==> src/rtl/pipe_hazard_ctrl.sv <==
`timescale 1ns/1ps
// pipe_hazard_ctrl
// ----------------------------------------------------------------------------
// Stall/flush sequencer for a 5-stage core (IF, ID, EX, MEM, WB).
// It merges four hazard sources into one control vector per cycle. In
// priority order they are data-memory wait, multi-cycle EX op, branch
// redirect and load-use. The vector drives the enables and flushes of the PC
// and of the if_id, id_exe, exe_mem and mem_wb pipeline registers.
//
// Parameters:
//   MC_MAX_CYCLES  cycles a multi-cycle op may hold EX before timeout
//   MC_CNT_W       width of the multi-cycle wait counter (holds MC_MAX_CYCLES)
//
// Ports:
//   clk, reset          core clock, synchronous active-high reset
//   dec_rs1/rs2         source register indices of the ID instruction
//   dec_use_rs1/rs2     ID instruction actually reads rs1/rs2
//   exe_rd/memr/regw    destination, is-load and writes-reg flags of EX
//   exe_redirect        EX resolved a taken branch/jump this cycle
//   exe_mc_start/done   multi-cycle op entered EX / result valid
//   mem_req/mem_ack     MEM data access issued / completed
//   *_en, *_flush       pipeline register controls (combinational)
//   mc_timeout          sticky flag: a multi-cycle op ran too long
//   dbg_state           current FSM state (RUN=0, MC_WAIT=1, MEM_WAIT=2)
//
// Optional feature, macro PIPE_HAZARD_CTRL_PERF_EN:
//   perf_stall_cycles   cycles with pc_en=0 outside reset (wraps)
//   perf_flush_count    cycles with if_id_flush=1 (wraps)
//
// Stall handshake: a stage holds its register whenever its enable is 0. A
// flush loads a bubble in place of the incoming instruction when the enable
// is 1. A redirect or load-use that coincides with a stall is not acted on.
// EX is frozen, so the condition is still present on the first unstalled
// cycle.
// ----------------------------------------------------------------------------
module pipe_hazard_ctrl #(
  parameter int MC_MAX_CYCLES = 64,
  parameter int MC_CNT_W      = 7
) (
  input  logic       clk,
  input  logic       reset,
  input  logic [4:0] dec_rs1,
  input  logic [4:0] dec_rs2,
  input  logic       dec_use_rs1,
  input  logic       dec_use_rs2,
  input  logic [4:0] exe_rd,
  input  logic       exe_memr,
  input  logic       exe_regw,
  input  logic       exe_redirect,
  input  logic       exe_mc_start,
  input  logic       exe_mc_done,
  input  logic       mem_req,
  input  logic       mem_ack,
  output logic       pc_en,
  output logic       if_id_en,
  output logic       if_id_flush,
  output logic       id_exe_en,
  output logic       id_exe_flush,
  output logic       exe_mem_en,
  output logic       mem_wb_en,
  output logic       mem_wb_flush,
  output logic       mc_timeout,
  output logic [1:0] dbg_state
`ifdef PIPE_HAZARD_CTRL_PERF_EN
  ,
  output logic [31:0] perf_stall_cycles,
  output logic [31:0] perf_flush_count
`endif
);

  localparam logic [1:0] ST_RUN      = 2'd0;
  localparam logic [1:0] ST_MC_WAIT  = 2'd1;
  localparam logic [1:0] ST_MEM_WAIT = 2'd2;

  localparam logic [MC_CNT_W-1:0] MC_LAST = MC_CNT_W'(MC_MAX_CYCLES - 1);
  localparam logic [MC_CNT_W-1:0] CNT_SAT = '1;

  logic [1:0]          state, state_nxt;
  logic [MC_CNT_W-1:0] mc_cnt, mc_cnt_nxt;
  logic                timeout_q, timeout_nxt;

  logic mem_stall, mc_pending, in_mc, mc_release, mc_expire, mc_stall;
  logic load_use;

  assign mem_stall  = mem_req && !mem_ack;
  assign mc_pending = exe_mc_start && !exe_mc_done;
  assign in_mc      = (state == ST_MC_WAIT);
  // The last counted cycle releases the pipeline even without done.
  assign mc_expire  = in_mc && !exe_mc_done && (mc_cnt == MC_LAST);
  assign mc_release = in_mc && (exe_mc_done || (mc_cnt == MC_LAST));
  assign mc_stall   = in_mc ? !mc_release : mc_pending;

  assign load_use = exe_memr && exe_regw && (exe_rd != 5'd0) &&
                    ((dec_use_rs1 && (dec_rs1 == exe_rd)) ||
                     (dec_use_rs2 && (dec_rs2 == exe_rd)));

  assign dbg_state  = state;
  assign mc_timeout = timeout_q && !reset;

  // Control vector. MEM_WAIT needs no special case: while the access is
  // outstanding mem_stall holds it, and on the ack cycle it behaves as RUN.
  always_comb begin
    pc_en        = 1'b1;
    if_id_en     = 1'b1;
    if_id_flush  = 1'b0;
    id_exe_en    = 1'b1;
    id_exe_flush = 1'b0;
    exe_mem_en   = 1'b1;
    mem_wb_en    = 1'b1;
    mem_wb_flush = 1'b0;
    if (reset) begin
      pc_en      = 1'b0;
      if_id_en   = 1'b0;
      id_exe_en  = 1'b0;
      exe_mem_en = 1'b0;
      mem_wb_en  = 1'b0;
    end else if (mem_stall) begin
      pc_en        = 1'b0;
      if_id_en     = 1'b0;
      id_exe_en    = 1'b0;
      exe_mem_en   = 1'b0;
      mem_wb_flush = 1'b1;
    end else if (mc_stall) begin
      // exe_mem keeps advancing; the EX control bits are gated upstream so
      // it receives a bubble while the op is in progress.
      pc_en     = 1'b0;
      if_id_en  = 1'b0;
      id_exe_en = 1'b0;
    end else if (exe_redirect) begin
      if_id_flush  = 1'b1;
      id_exe_flush = 1'b1;
    end else if (load_use) begin
      pc_en        = 1'b0;
      if_id_en     = 1'b0;
      id_exe_flush = 1'b1;
    end
  end

  always_comb begin
    state_nxt   = state;
    mc_cnt_nxt  = mc_cnt;
    timeout_nxt = timeout_q;
    case (state)
      ST_RUN, ST_MEM_WAIT: begin
        if (mem_stall) begin
          state_nxt = ST_MEM_WAIT;
        end else if (mc_pending) begin
          state_nxt  = ST_MC_WAIT;
          mc_cnt_nxt = '0;
        end else begin
          state_nxt = ST_RUN;
        end
      end
      ST_MC_WAIT: begin
        // A memory stall freezes the multi-cycle bookkeeping entirely.
        if (!mem_stall) begin
          if (mc_release) begin
            state_nxt  = ST_RUN;
            mc_cnt_nxt = '0;
            if (mc_expire) timeout_nxt = 1'b1;
          end else if (mc_cnt != CNT_SAT) begin
            mc_cnt_nxt = mc_cnt + MC_CNT_W'(1);
          end
        end
      end
      default: begin
        state_nxt  = ST_RUN;
        mc_cnt_nxt = '0;
      end
    endcase
  end

  always_ff @(posedge clk) begin
    if (reset) begin
      state     <= ST_RUN;
      mc_cnt    <= '0;
      timeout_q <= 1'b0;
    end else begin
      state     <= state_nxt;
      mc_cnt    <= mc_cnt_nxt;
      timeout_q <= timeout_nxt;
    end
  end

`ifdef PIPE_HAZARD_CTRL_PERF_EN
  always_ff @(posedge clk) begin
    if (reset) begin
      perf_stall_cycles <= '0;
      perf_flush_count  <= '0;
    end else begin
      if (!pc_en)      perf_stall_cycles <= perf_stall_cycles + 32'd1;
      if (if_id_flush) perf_flush_count  <= perf_flush_count + 32'd1;
    end
  end
`endif

endmodule

==> config.mk <==
export PLATFORM = sky130hd
export DESIGN_NAME = pipe_hazard_ctrl
export DESIGN_NICKNAME = d
export VERILOG_FILES = /design/src/rtl/pipe_hazard_ctrl.sv
export SDC_FILE = /design/constraint.sdc
export NUM_CORES = 1
export LEC_CHECK = 0
export ABC_AREA = 1
export CORE_MARGIN = 2
export CORE_UTILIZATION = 40
export DETAILED_ROUTE_END_ITERATION = 16
export PLACE_DENSITY = 0.76
export SETUP_SLACK_MARGIN = 0.15
export SLEW_MARGIN = 25
export SYNTH_ARGS = -nofsm -noshare
export SYNTH_HDL_FRONTEND = slang
export SYNTH_SLANG_ARGS = --single-unit
==> constraint.sdc <==
create_clock -name clk -period 1.59 [get_ports clk]
set_input_delay 0.2385 -clock clk [delete_from_list [all_inputs] [get_ports clk]]
set_output_delay 0.2385 -clock clk [all_outputs]
set_load 0.01 [all_outputs]
=== Yosys cells after proc, flatten, opt, wreduce, memory -nomap -nowiden ===
Cells that the tools add are included.

* Bits in registers: 10
* Logic and storage cells: 73

* Add/subtract/negate cells: 1
* Equal/unequal tests: 11
* Multiplexer cells: 34
* Bitwise gates (word level): 1
* Reductions and logical operators: 23

{| class="wikitable"
|+ Operators with widths
! operator !! number
|-
| two-way mux 7 bit || 5
|-
| two-way mux 1 bit || 24
|-
| case mux 7 bit (2 select lines) || 1
|-
| logical AND 1 bit || 11
|-
| == test 5 bit || 2
|-
| AND reduction 4 bit || 2
|-
| adder 7 x 1 -> 7 bit, second input constant || 1
|-
| == test 7 x 6 -> 1 bit, second input constant || 1
|-
| != test 7 bit, second input constant || 1
|-
| two-way mux 2 bit || 3
|-
| != test 2 bit, second input constant || 3
|-
| nonzero test 5 bit || 1
|-
| logical NOT 1 bit || 4
|-
| case mux 2 bit (2 select lines) || 1
|-
| != test 3 x 1 -> 1 bit, second input constant || 1
|-
| == test 2 x 1 -> 1 bit, second input constant || 1
|-
| == test 2 bit, second input constant || 1
|-
| logical NOT 2 bit || 1
|-
| logical OR 1 bit || 2
|-
| != test 2 x 1 -> 1 bit, second input constant || 1
|-
| AND reduction 2 bit || 1
|-
| OR reduction 2 bit || 1
|-
| NOT 1 bit || 1
|}

=== Longest topological paths before layout ===
* Depth in word-level cells: 9
* Gate-level depth with buffers: 10
* Mapped depth without buffers: 9

=== Least setup slack after synthesis ===
No wires, ideal clock.

* Path kind: reg-to-output
* Start point: reg mc_cnt[0]
* End point: out pc_en
* Arrival time: 1.416 ns
* Data required time: 1.351 ns
* Slack: -0.064 ns
* Cell stages (with the launch flop): 11
* Buffers on the path: 1
* Cell sequence: dfxtp_1 ha_1 nand3_2 clkinv_2 nand2_2 nand2_4 nand2_2 nor2_4 nand2_2 nand2_1 buf_4

* Longest elaborated chain between the ends: 8

{| class="wikitable"
|+ Ends and longest elaborated chain
! element !! RTL line !! source
|-
| start, declared || 79 || <nowiki>logic [MC_CNT_W-1:0] mc_cnt, mc_cnt_nxt;</nowiki>
|-
| start signal, assigned || 180 || <nowiki>mc_cnt <= mc_cnt_nxt;</nowiki>
|-
| == test 7 x 6 -> 1 bit || 90 || <nowiki>assign mc_release = in_mc && (exe_mc_done || (mc_cnt == MC_LAST));</nowiki>
|-
| logical OR 1 bit || 90 ||
|-
| logical AND 1 bit || 90 ||
|-
| logical NOT 1 bit || 91 || <nowiki>assign mc_stall = in_mc ? !mc_release : mc_pending;</nowiki>
|-
| two-way mux 1 bit || 91 ||
|-
| two-way mux 1 bit (3 in a row) || - ||
|-
| end, declared || 54 || <nowiki>output logic pc_en,</nowiki>
|}

No other way between the ends.

=== Final worst setup path ===
* Start point: reg mc_cnt[1]
* End point: out if_id_en

* Longest elaborated chain between the ends: 8

{| class="wikitable"
|+ Ends and longest elaborated chain
! element !! RTL line !! source
|-
| == test 7 x 6 -> 1 bit || 90 ||
|-
| logical OR 1 bit || 90 ||
|-
| logical AND 1 bit || 90 ||
|-
| logical NOT 1 bit || 91 ||
|-
| two-way mux 1 bit || 91 ||
|-
| two-way mux 1 bit || 123 || <nowiki>end else if (mc_stall) begin</nowiki>
|-
| two-way mux 1 bit || 117 || <nowiki>end else if (mem_stall) begin</nowiki>
|-
| two-way mux 1 bit || 111 || <nowiki>if (reset) begin</nowiki>
|-
| end, declared || 55 || <nowiki>output logic if_id_en,</nowiki>
|}

No other way between the ends.

==> key figures <==
Outcome
  – Status: finished with violations
  – Violated checks: setup timing

Min path
  – Hold crit path type: in -> reg
  – Worst hold endpoint: timeout_q$_SDFFE_PP0P_
  – Worst Hold Path Cells: 3
  – Hold Crit Start: reset

Timing
  – Max Fclk: ~540 MHz
  – Final worst setup slack: -254 ps
  – Fin. Hold Viols: 0
  – Fin crit period: around 1800 ps
  – Clk_skew: approximately 2.4 ps
  – RSZ-0062 raised after global routing: true
  – Part of the cycle the worst path needs: 1.16
  – Count of pins over their slew limit: 0
  – Slew @ Worst Pin: ~210 ps
  – Setup-failing EPs final: 5
  – Max-slew headroom: 0.857

Floorplan
  – Die H: 51.8 µm
  – Ports: 37
  – Initial Util: 0.417
  – Row count: 17
  – Core area: 2190 µm²
  – Die ar.: between 2000 and 3000 µm²
  – Die width: a little over 50 µm

Worst setup path
  – Critical Path AT: between 1500 and 2000 ps
  – Worst path required time: 1350 ps
  – Worst path cell trace: ha_4 -> nand3_4 -> clkinv_4 -> nand2_4 -> nand2_4 -> nand2_4 -> nor2_4 -> buf_6 -> nand2_4 -> nand2_4 -> buf_6
  – Reg2reg path depth: 11
  – R2R Path Start: mc_cnt[1]$_SDFFE_PP0P_
  – Crit path launch type: register
  – Critical path endpoint category: output port
  – Slowest stage cell, crit path: dfxtp_2
  – Crit path max fanout: 4
  – CP peak stage delay: about 360 ps
  – Top cell by count, worst path: nand2_4
  – Flop-to-flop setup slack: 50 ps
  – Setup Crit Path Kind: reg -> out
  – Worst r2r dst: mc_cnt[2]$_SDFFE_PP0P_

Drt
  – First drt pass iteration count: 4
  – Post-route antenna net violation count: 0
  – Drt initial violations: 29
  – Met2 routed WL: ~1800 µm
  – WL met1: 1290 µm
  – Drt drc: 0
  – Vias per cell: ~4.7
  – Routed WL: roughly 3300 µm
  – DR vias: ~1,300
  – Average routed wire per standard cell: between 10 and 15 µm
  – Routed wl met3: between 150 and 200 µm
  – Max layer used: met4

GRT
  – Total grt overflow: 0
  – GRT Util Overall: 0.229
  – Antenna violations before repair: 0
  – First-pass GRT wire length: 4630 µm
  – Pin count of the biggest net entering global routing: 7
  – Vias in the first global route: approximately 1,100

Synth
  – Seq/Total Area, Yosys: 0.219
  – FFs w/ async S/R, synth: 0
  – Primary FF master, synth: dfxtp_1
  – Post-synthesis cell count: 171
  – Post-synth EDFFs: 0
  – Cell variety after synth: 20
  – Cell area after synthesis: ~910 µm²
  – Most frequent cells after synthesis: 59 x nand2_1, 33 x nor2_1, 32 x inv_1
  – Post-synth top area share: 0.242
  – YS warnings: 0
  – Avg Cell Area, Syn: ~5.3 µm²
  – #FFs+latches synth: 10
  – Synthesized Nets: between 150 and 200
  – Synth area leaders: nand2_1 24%, dfxtp_1 22%, nor2_1 14%, inv_1 13%, nand3_1 5.5%
  – Dominant cell type by area after synthesis: nand2_1
  – Count leader, synth: nand2_1

Place
  – Placed cell areas: about 1500 µm²
  – Gp weighted congestion: ~0.8
  – # port buffers: 36
  – Hpwl dp: about 2200 µm

Clock network
  – CTS tree: yes
  – H-tree levels: 1
  – Clk root buf: clkbuf_4
  – Clock-pin slew on the worst setup and hold paths: 80 ps
  – Max Root-Sink Buffers: 2
  – Clk_lat worst skew: about 270 ps
  – Hold bufs inserted after CTS: 0
  – TritonCTS buffer count: 3
  – CTS Sinks: 10

Cells and area
  – Area of the multi-input gates: roughly 670 µm²
  – Fin area: about 1700 µm²
  – Register area: between 200 and 250 µm²
  – Layout cells sized above 1: 0.328
  – Fillcell total: between 150 and 200
  – P&R area growth vs syn: 86.5%
  – Fin nets: between 200 and 300
  – ANT cells: 0

Pwr
  – Cell Pwr Density: between 400 and 500 nW/µm²
  – Total leakage power: 0.961 nW
  – Final total power: about 0.00080 W
  – Worst vdd ir: 0.434 mV

Job
  – Max cap viols: 0
-- power by group --
part           switching, W  leakage (nW)  internal [W]
clock             0.0000995        0.0210      0.000139
combinational      0.000143         0.858      0.000155
sequential       0.00000632        0.0819      0.000258
total              0.000248         0.961      0.000552
-- flip-flops by register name, indices dropped and copies added (netlist names) --
signal / cells
dbg_state: 2
mc_cnt: 7
timeout_q: 1
-- timing repair --
action                     in CTS  in global routing
setup endpoints to repair      11                 11
resized for setup              48                 21
setup buffers                   8                  5
pin swaps                       9                 13
-- critical path, delay by kind of cell, from the launching register on --
kind                       cells  cell delay (ps)
adders and majority gates      1              150
and+or+nand+nor                7              530
DFF                            1              360
buffers and inverters          3              290
-- cells by family (layout without fill, tap and decap cells) --
family / count (synthesis) / count (layout) / share of synthesized area
AND/OR/NAND/NOR: 117 / 117 / 0.569
AO/OA/AOI/OAI: 7 / 7 / 0.0438
flip-flops: 10 / 10 / 0.219
adder cells (fa/ha/maj): 1 / 1 / 0.0137
buffers and inverters: 36 / 109 / 0.155
-- stage by stage --
step,TNS (ps),util,worst slack (ps),std cells,hold slack (ps)
2_1_floorplan,0,-,33.1,171,408
3_3_place_gp,-3070,0.678,-499,255,466
3_5_place_dp,-3450,0.678,-557,255,485
4_1_cts,-879,0.728,-214,267,462
5_1_grt,-1420,0.778,-299,272,465
6_report,-1140,0.778,-254,272,450
-- cells in the final DEF, fill, tap and decap left out, drive strengths merged, types with 2 or more instances in the layout --
cell type and n:
inv 33, nand4 2, nand3 12, dlygate4sd2 7, clkbuf 4, clkdlybuf4s50 19
o21ai 2, dfxtp 10, buf 42, nor2 36, dlymetal6s2s 3, nand2 66
a21oi 4
-- cell type report --
type	count	area share
Tap cell	28	0.0205
Inverter	34	0.0778
Sequential cell	10	0.119
Timing Repair Buffer	71	0.366
Clock buffer	4	0.0213
Multi-Input combinational cell	125	0.395
-- per-layer routing --
metal  track usage  up-vias
met2         0.460       38
met5             0        -
met3        0.0489        6
li1              -      655
met1         0.230      587
met4        0.0614        0
-- worst max path at each step --
stage,from,to,slack (ps),cells after the start
2_1_floorplan,mc_cnt[0]$_SDFFE_PP0P_,pc_en,30,10
3_3_place_gp,mem_ack,if_id_en,-500,8
3_5_place_dp,mem_ack,if_id_en,-560,8
4_1_cts,mc_cnt[0]$_SDFFE_PP0P_,if_id_en,-210,11
5_1_grt,mc_cnt[1]$_SDFFE_PP0P_,if_id_en,-300,11
6_report,mc_cnt[1]$_SDFFE_PP0P_,if_id_en,-250,11
Power figures use the tool's default switching activity.
